[config.mk]
export PLATFORM = sky130hd
export DESIGN_NAME = spi_slave_param
export DESIGN_NICKNAME = d
export VERILOG_FILES = /design/src/rtl/spi_slave_pkg.sv /design/src/rtl/spi_shift_reg.sv /design/src/rtl/spi_slave_param.sv
export SDC_FILE = /design/constraint.sdc
export NUM_CORES = 1
export LEC_CHECK = 0
export ABC_AREA = 1
export CAP_MARGIN = 25
export CORE_ASPECT_RATIO = 1.5
export CORE_UTILIZATION = 45
export DETAILED_ROUTE_END_ITERATION = 10
export GPL_TIMING_DRIVEN = 0
export PLACE_DENSITY = 0.67
export SYNTH_ARGS = -nofsm -noshare
export SYNTH_HDL_FRONTEND = slang
export SYNTH_HIERARCHICAL = 1
export SYNTH_SLANG_ARGS = --single-unit
export TNS_END_PERCENT = 30
[constraint.sdc]
create_clock -name clk -period 1.6 [get_ports clk]
set_input_delay 0.16 -clock clk [delete_from_list [all_inputs] [get_ports clk]]
set_output_delay 0.16 -clock clk [all_outputs]
set_load 0.02 [all_outputs]
[src/rtl/spi_slave_pkg.sv]
// Shared types and encodings for the parametrised SPI slave front-end.
package spi_slave_pkg;

   typedef enum logic [2:0] {
      IDLE,
      RX,
      WAIT_TX,
      TX,
      DONE
   } state_t;

   localparam logic [1:0] CMD_WR_ADDR = 2'b00;
   localparam logic [1:0] CMD_WR_DATA = 2'b01;
   localparam logic [1:0] CMD_RD_ADDR = 2'b10;
   localparam logic [1:0] CMD_RD_DATA = 2'b11;

   localparam logic [1:0] ERR_NONE    = 2'b00;
   localparam logic [1:0] ERR_SHORT   = 2'b01;
   localparam logic [1:0] ERR_NO_ADDR = 2'b10;
   localparam logic [1:0] ERR_TIMEOUT = 2'b11;

endpackage

[src/rtl/spi_shift_reg.sv]
// Generic shift register: serial-in/parallel-out plus parallel-load/serial-out.
// Shifts toward the MSB; clear has priority over load, load over shift.
module spi_shift_reg #(
   parameter int WIDTH = 8
) (
   input  logic             clk,
   input  logic             clr,
   input  logic             load,
   input  logic             shift,
   input  logic             sin,
   input  logic [WIDTH-1:0] din,
   output logic [WIDTH-1:0] q
);

   // Shift/load register with synchronous clear
   always_ff @(posedge clk) begin
      if (clr)
         q <= '0;
      else if (load)
         q <= din;
      else if (shift)
         q <= {q[WIDTH-2:0], sin};
   end

endmodule

[src/rtl/spi_slave_param.sv]
// SPI slave front-end: deserialises {cmd, payload} frames from MOSI, and for
// read-data commands waits for the RAM response and serialises it onto MISO.
// DATA_W must be at least 2.
module spi_slave_param
   import spi_slave_pkg::*;
#(
   parameter int DATA_W  = 8,
   parameter int TIMEOUT = 16
) (
   input  logic              clk,
   input  logic              rst,
   input  logic              SS_n,
   input  logic              MOSI,
   output logic              MISO,
   output logic [DATA_W+1:0] rx_data,
   output logic              rx_valid,
   input  logic [DATA_W-1:0] tx_data,
   input  logic              tx_valid,
   output logic              frame_err,
   output logic [1:0]        err_code,
   output logic              busy
);

   localparam int W  = DATA_W + 2;
   localparam int CW = $clog2(W + 1);
   localparam int TW = $clog2(TIMEOUT + 1);

   state_t            state, state_n;
   logic [CW-1:0]     cnt, cnt_n;
   logic [TW-1:0]     tcnt, tcnt_n;
   logic              rd_addr_seen, rd_addr_seen_n;
   logic [W-1:0]      rx_data_n;
   logic              rx_valid_n;
   logic              frame_err_n;
   logic [1:0]        err_code_n;
   logic              miso_n;

   logic              rx_shift;
   logic              tx_load;
   logic              tx_shift;
   logic [W-1:0]      rx_q;
   logic [DATA_W-1:0] tx_q;
   logic [W-1:0]      rx_word;

   spi_shift_reg #(.WIDTH(W)) u_rx_shift (
      .clk   (clk),
      .clr   (rst),
      .load  (1'b0),
      .shift (rx_shift),
      .sin   (MOSI),
      .din   ('0),
      .q     (rx_q)
   );

   spi_shift_reg #(.WIDTH(DATA_W)) u_tx_shift (
      .clk   (clk),
      .clr   (rst),
      .load  (tx_load),
      .shift (tx_shift),
      .sin   (1'b0),
      .din   (tx_data),
      .q     (tx_q)
   );

   // MISO is registered, so it always takes the bit one below the shifter's
   // current MSB; the shifter's MSB and the RX shifter's oldest bit are never read.
   logic unused_bits;
   assign unused_bits = ^{rx_q[W-1], tx_q[DATA_W-1]};

   assign busy = (state != IDLE);

   // Next-state and next-output decode; abort on SS_n high beats everything
   always_comb begin
      state_n        = state;
      cnt_n          = cnt;
      tcnt_n         = tcnt;
      rd_addr_seen_n = rd_addr_seen;
      rx_data_n      = rx_data;
      rx_valid_n     = 1'b0;
      frame_err_n    = 1'b0;
      err_code_n     = err_code;
      miso_n         = 1'b0;
      rx_shift       = 1'b0;
      tx_load        = 1'b0;
      tx_shift       = 1'b0;
      rx_word        = {rx_q[W-2:0], MOSI};

      if (state != IDLE && SS_n) begin
         state_n = IDLE;
         cnt_n   = '0;
         if (state == RX) begin
            frame_err_n = 1'b1;
            err_code_n  = ERR_SHORT;
         end
      end else begin
         case (state)
            IDLE: begin
               if (!SS_n) begin
                  rx_shift = 1'b1;
                  cnt_n    = CW'(1);
                  state_n  = RX;
               end
            end
            RX: begin
               rx_shift = 1'b1;
               if (cnt == CW'(W - 1)) begin
                  cnt_n     = '0;
                  rx_data_n = rx_word;
                  case (rx_word[W-1 -: 2])
                     CMD_WR_ADDR, CMD_WR_DATA: begin
                        rx_valid_n = 1'b1;
                        state_n    = DONE;
                     end
                     CMD_RD_ADDR: begin
                        rx_valid_n     = 1'b1;
                        rd_addr_seen_n = 1'b1;
                        state_n        = DONE;
                     end
                     CMD_RD_DATA: begin
                        if (rd_addr_seen) begin
                           rx_valid_n = 1'b1;
                           tcnt_n     = '0;
                           state_n    = WAIT_TX;
                        end else begin
                           frame_err_n = 1'b1;
                           err_code_n  = ERR_NO_ADDR;
                           state_n     = DONE;
                        end
                     end
                  endcase
               end else begin
                  cnt_n = cnt + 1'b1;
               end
            end
            WAIT_TX: begin
               if (tx_valid) begin
                  tx_load        = 1'b1;
                  miso_n         = tx_data[DATA_W-1];
                  rd_addr_seen_n = 1'b0;
                  cnt_n          = '0;
                  state_n        = TX;
               end else if (tcnt == TW'(TIMEOUT - 1)) begin
                  frame_err_n    = 1'b1;
                  err_code_n     = ERR_TIMEOUT;
                  rd_addr_seen_n = 1'b0;
                  tcnt_n         = '0;
                  state_n        = DONE;
               end else begin
                  tcnt_n = tcnt + 1'b1;
               end
            end
            TX: begin
               tx_shift = 1'b1;
               if (cnt == CW'(DATA_W - 1)) begin
                  cnt_n   = '0;
                  state_n = DONE;
               end else begin
                  cnt_n  = cnt + 1'b1;
                  miso_n = tx_q[DATA_W-2];
               end
            end
            DONE: begin
            end
            default: state_n = IDLE;
         endcase
      end
   end

   // State and output registers with synchronous reset
   always_ff @(posedge clk) begin
      if (rst) begin
         state        <= IDLE;
         cnt          <= '0;
         tcnt         <= '0;
         rd_addr_seen <= 1'b0;
         rx_data      <= '0;
         rx_valid     <= 1'b0;
         frame_err    <= 1'b0;
         err_code     <= ERR_NONE;
         MISO         <= 1'b0;
      end else begin
         state        <= state_n;
         cnt          <= cnt_n;
         tcnt         <= tcnt_n;
         rd_addr_seen <= rd_addr_seen_n;
         rx_data      <= rx_data_n;
         rx_valid     <= rx_valid_n;
         frame_err    <= frame_err_n;
         err_code     <= err_code_n;
         MISO         <= miso_n;
      end
   end

endmodule

==> results of run 1 <==
[sequential cells by signal (all words and copies together), names as in the netlist]
| signal | flops |
|---|---|
| rx_data | 10 |
| u_rx_shift/q | 9 |
| u_tx_shift/q | 7 |
| tcnt | 5 |
| cnt | 4 |
| state | 3 |
| err_code | 2 |
| MISO | 1 |
| frame_err | 1 |
| rd_addr_seen | 1 |
| rx_valid | 1 |
[power by group]
group	internal [mW]	leakage, nW	total, mW	switching, mW
sequential	1.23	0.360	1.36	0.127
clock	0.351	0.0445	0.728	0.377
combinational	0.492	0.943	1.36	0.868
total	2.08	1.35	3.45	1.37
[stage by stage]
| stage | setup TNS (ns) | instances | utilization, % |
|---|---|---|---|
| final | 0 | 469 | 58.94 |
| after global routing | -0.07611 | 469 | 58.94 |
| after CTS | 0 | 466 | 58.06 |
| after detailed placement | -3.154 | 458 | 56.09 |
| after global placement | -3.625 | 458 | 56.09 |
| after floorplan | 0 | 364 | - |
[worst register-to-register path, delay by kind of cell (launching register included)]
family / cells / cell delay (ns)
flip-flops: 1 / 0.37
buffers and inverters: 4 / 0.34
AND/OR/NAND/NOR: 7 / 0.70
[placed cells by master (no fill, tap or decap), types with 4 or more instances in the layout]
| cell | count |
|---|---|
| a21oi_1 | 18 |
| buf_4 | 4 |
| buf_6 | 4 |
| clkbuf_8 | 6 |
| clkdlybuf4s50_1 | 27 |
| conb_1 | 13 |
| dfxtp_1 | 39 |
| dfxtp_2 | 5 |
| inv_1 | 41 |
| inv_2 | 9 |
| nand2_1 | 99 |
| nand2_2 | 8 |
| nand3_1 | 36 |
| nor2_1 | 44 |
| nor2_2 | 5 |
| nor2_4 | 9 |
| o21ai_0 | 4 |
| o21ai_1 | 12 |
[layer usage]
metal | wire (µm) | GRT usage [%]
met1 | 2195 | 23.47
met2 | 2744 | 37.09
met3 | 175 | 3.597
met4 | 112 | 7.765
met5 | 0 | 0
[layout make-up]
class                      count  area [µm²]
clock inverter                 1       7.507
clock buffer                   7       86.33
fill                         502        2007
buffer                         6       57.56
sequential                    44       887.1
inverter                      50       187.7
multi-input combinational    264        1270
timing repair buffer          31       301.5
tap                           66       82.58
[how the worst max path moves through the flow]
stage | to | slack [ns] | cells after the start
after floorplan | u_tx_shift/q[1]$_SDFFE_PP0P_ | 0.12 | 11
after global placement | frame_err$_SDFF_PP0_ | -0.24 | 5
after detailed placement | rx_valid$_SDFF_PP0_ | -0.21 | 5
after CTS | state[1]$_SDFFE_PP0P_ | 0.04 | 10
after global routing | state[1]$_SDFFE_PP0P_ | -0.05 | 9
final | u_tx_shift/q[1]$_SDFFE_PP0P_ | 0.11 | 11
[what timing repair did]
item	4_1_cts	5_1_grt
endpoints found under the setup margin	1	15
endpoints found under the hold margin	0	0
pin swaps	0	3
buffers inserted	0	3
resized for setup	4	6
==> flow_metrics.py, run 1 <==
metrics = {
    "run_status": {
        "status": "completed",
    },
    "grt": {
        "grt_pass1_wl_um": 8880,
        "gr-usage-all-layers_pct": 20.81,
        "grt_overflow": 0,
        "antenna_found_initial": 0,
        "grt_pass1_vias": 2125,
        "grt_max_degree": 14,
    },
    "sta": {
        "setup_viol": 0,
        "final_hold_viol_count": 0,
        "worst_pin_slew_ns": 0.5247,
        "slew_headroom_pct": 64.91,
        "fin_hold_ws_ns": 0.4236,
        "skew_ns": 0.005212,
        "slew_viol_final": 0,
        "setup_slack_ns": 0.1096,
        "period_share_pct": 93.15,
        "fmax_mhz": 671.0,
        "finalWorstPathRequiredPeriod_ns": 1.490,
    },
    "finish": {
        "syn2layout_area_growth_pct": 23.43,
        "fin_nets": 418,
        "antenna_cells": 0,
        "final_area_um2": 2880,
        "layout-drive-gt1-share_pct": 13.90,
    },
    "critical_path": {
        "critPathLaunchType": "flip-flop",
        "worstPathArrival_ns": 1.69,
        "cp_data_required_time_ns": 1.80,
        "r2r_start": "state[2]$_SDFFE_PP0P_",
        "rr_endpoint": "u_tx_shift/q[1]$_SDFFE_PP0P_",
        "r2r_setup_slack_ns": 0.11,
        "crit_type": "reg2reg",
        "slowest_stage": "dfxtp_2",
        "reg2regPathDepth": 11,
        "timing.critical_path.from": "state[2]$_SDFFE_PP0P_",
        "cpPeakStageDelay_ns": 0.37,
        "critical-path-top-delay-family": "simple AND/OR/NAND/NOR gates",
        "path_max_fanout": 7,
        "crit_path_end_kind": "flip-flop",
        "path_buf_inv": 4,
        "path_cells": "nor2_4, nand2_2, nand2_4, inv_2, nor2_4, buf_6, inv_2, nand3_1, nand3_1, nand2_1, inv_1",
    },
    "power": {
        "p_leak_nw": 1.347,
        "vdd_drop_max_mv": 0.6098,
        "power.density_nw_per_um2": 1197,
        "finalPower_mw": 3.448,
    },
    "place": {
        "post-place-ws_ns": -0.2098,
        "routabilityCongestion": 0.8634,
        "place_hpwl_um": 3889,
        "io_buffers": 28,
        "dpl_cell_area_um2": 2741,
    },
    "clock_network": {
        "h-tree-depth": 2,
        "cts_buffers": 5,
        "clock-sinks": 44,
        "cts.path.max_buffers": 2,
        "holdBufCountCts": 0,
        "cts_tree": "yes",
        "cts-root-buf": "clkbuf_8",
        "path_clk_slew_ns": 0.08,
        "insertion_delay_ns": 0.29,
    },
    "routing": {
        "num_vias": 2236,
        "vias_per_cell": 4.768,
        "drtAntennaViolNets": 0,
        "drc": 0,
        "wire_per_inst_um": 11.14,
        "dr.pass1.iters": 4,
        "drt-initial-drc-count": 116,
        "postRouteWirelength_um": 5227,
    },
    "floorplanning": {
        "core_um2": 4887,
        "dieWidth_um": 60.80,
        "die_area_um2": 5483,
        "ios": 29,
        "row_count": 31,
        "start_util_pct": 47.75,
        "fp.dieH_um": 90.20,
    },
    "synthesis": {
        "synthesis.area_um2": 2333,
        "synth.avg_cell_area_um2": 6.629,
        "synth_cells": 352,
        "yosys_warnings": 6,
    },
    "min_path": {
        "hp-start": "tx_data[7]",
        "min_to": "MISO$_SDFF_PP0_",
        "min_path_cells": 3,
        "hold_path_class": "in2reg",
    },
    "job": {
        "max_cap_viol_count": 0,
    },
}
Power figures use the tool's default switching activity.
==> run 2, diff against run 1 <==
- CORE_MARGIN: default -> 2
==> run 2 against run 1 <==
Net effect:
- wire length grew 2.0%
- core utilization down 1.8 points
- first-iteration DRC count decreased by 28%
- hold slack improved by 0.019 ns
- via count shrank 0.58%
- power grew 3.7%
- critical path type unchanged
- largest power group unchanged
==> flow_metrics.py, run 2 (synthesis gave the netlist of run 1 again) <==
metrics = {
    "clock_network": {
        "cts-root-buf": "clkbuf_8",
        "path_clk_slew_ns": 0.08,
        "cts_buffers": 5,
        "clock-sinks": 44,
        "holdBufCountCts": 0,
        "cts_tree": "yes",
        "h-tree-depth": 2,
        "cts.path.max_buffers": 2,
        "insertion_delay_ns": 0.29,
    },
    "routing": {
        "num_vias": 2223,
        "drt-initial-drc-count": 83,
        "wire_per_inst_um": 11.30,
        "dr.pass1.iters": 4,
        "drtAntennaViolNets": 0,
        "postRouteWirelength_um": 5332,
        "vias_per_cell": 4.710,
        "drc": 0,
    },
    "finish": {
        "fill_cells": 540,
        "antenna_cells": 0,
        "mostFrequentLayoutCell": "nand2_1",
        "finalNonFillerCells": 472,
        "top_regs": "rx_data x10, u_rx_shift/q x9, u_tx_shift/q x7",
        "fin_nets": 419,
        "multiInputGateArea_um2": 1262,
        "register_area_um2": 887.1,
        "layout-drive-gt1-share_pct": 14.85,
        "largest_reg_flops": 10,
        "top_register": "rx_data",
        "final_area_um2": 2903,
        "layout_common_cells": "nand2_1 (99), nor2_1 (43), dfxtp_1 (39), inv_1 (39), nand3_1 (36)",
        "syn2layout_area_growth_pct": 24.40,
    },
    "place": {
        "place_inst": 460,
        "dpl_cell_area_um2": 2744,
        "place_hpwl_um": 3935,
        "io_buffers": 28,
        "routabilityCongestion": 0.8250,
        "post-place-ws_ns": -0.1490,
    },
    "power": {
        "switchingPower_mw": 1.373,
        "vdd_drop_max_mv": 0.5724,
        "clkPwrFrac_pct": 23.7,
        "p_leak_nw": 1.359,
        "comb_power_share_pct": 38.1,
        "swShare_pct": 38.39,
        "sequentialPowerShare_pct": 38.2,
        "p_int_mw": 2.203,
        "power.density_nw_per_um2": 1232,
    },
    "sta": {
        "final_hold_viol_count": 0,
        "slew_viol_final": 0,
        "rsz0062_at_grt": "no",
        "slew_headroom_pct": 66.76,
        "period_share_pct": 93.42,
        "worst_pin_slew_ns": 0.4971,
        "fmax_mhz": 669.0,
        "fin_hold_ws_ns": 0.4426,
        "finalWorstPathRequiredPeriod_ns": 1.495,
        "setup_slack_ns": 0.1053,
        "setup_viol": 0,
        "skew_ns": 0.002463,
    },
    "run_status": {
        "status": "completed",
    },
    "critical_path": {
        "cp_data_required_time_ns": 1.77,
        "path_max_fanout": 6,
        "worstPathArrival_ns": 1.66,
        "crit_path_end_kind": "flip-flop",
        "crit_type": "reg2reg",
        "critPathLaunchType": "flip-flop",
    },
    "job": {
        "max_cap_viol_count": 0,
    },
    "grt": {
        "grt_pass1_wl_um": 9321,
        "grt_overflow": 0,
        "grt_max_degree": 14,
        "grt_pass1_vias": 2122,
        "antenna_found_initial": 0,
        "gr-usage-all-layers_pct": 20.12,
    },
    "floorplanning": {
        "row_count": 32,
        "die_area_um2": 5789,
        "fp.dieH_um": 92.20,
        "core_um2": 5085,
        "dieWidth_um": 62.80,
        "ios": 29,
        "start_util_pct": 45.89,
    },
    "min_path": {
        "hold_path_class": "in2reg",
    },
}
[run 2: layout make-up]
type	instances	share of cell area [%]
Multi-Input combinational cell	264	43.49
Sequential cell	44	30.56
Timing Repair Buffer	32	10.65
Inverter	50	6.552
Tap cell	68	2.931
Clock buffer	6	2.500
Buffer	6	2.112
Clock inverter	2	1.207
[run 2: through the flow]
step,utilization (%),TNS [ns],power [mW]
floorplan,-,0,2.359
global placement,53.96,-2.906,2.686
detailed placement,53.96,-2.544,2.703
CTS,56.13,0,3.544
global route,57.09,0,3.803
finish,57.09,0,3.576
[run 2: repair_timing]
item | in CTS | in global routing
gates cloned | 0 | 0
resized for setup | 4 | 9
pin swaps | 0 | 2
setup endpoints to repair | 6 | 20
setup buffers | 0 | 4
hold endpoints to repair | 0 | 0
[run 2: worst max-delay path, stage by stage (launching register included)]
cell and delay (ns):
dfxtp_2 0.37, inv_2 0.12, nand4_1 0.21, nor2_2 0.20
buf_6 0.16, buf_4 0.13, nand2_1 0.05, nand2_1 0.06
a21oi_1 0.06
[run 2: worst paths after layout]
check	to	depth (start not counted)	slack, ns	from
setup reg to reg	u_tx_shift/q[4]$_SDFFE_PP0P_	8	0.11	state[2]$_SDFFE_PP0P_
setup / recovery	u_tx_shift/q[4]$_SDFFE_PP0P_	8	0.11	state[2]$_SDFFE_PP0P_
hold reg to reg	err_code[1]$_SDFFE_PP0P_	2	0.47	err_code[1]$_SDFFE_PP0P_
hold / removal	MISO$_SDFF_PP0_	3	0.44	tx_data[7]
[run 2: layer usage]
metal / GRT usage [%] / part of all wire [%]
met4: 7.222 / 1.7
met2: 38.71 / 53
met1: 21.52 / 43
met5: 0 / 0
met3: 3.558 / 2.1
[run 2: power by group through the flow]
stage               combinational, mW  clock [mW]  sequential (mW)
floorplan                       0.978           0             1.38
global placement                 1.31           0             1.38
detailed placement               1.32           0             1.38
CTS                              1.32       0.864             1.36
global route                     1.51       0.906             1.39
finish                           1.36       0.847             1.37
==> run 3, diff against run 2 <==
- CORE_MARGIN: 2 -> default
==> results of run 3 <==
The final DEF is identical to that of run 1; final timing and power are the same.
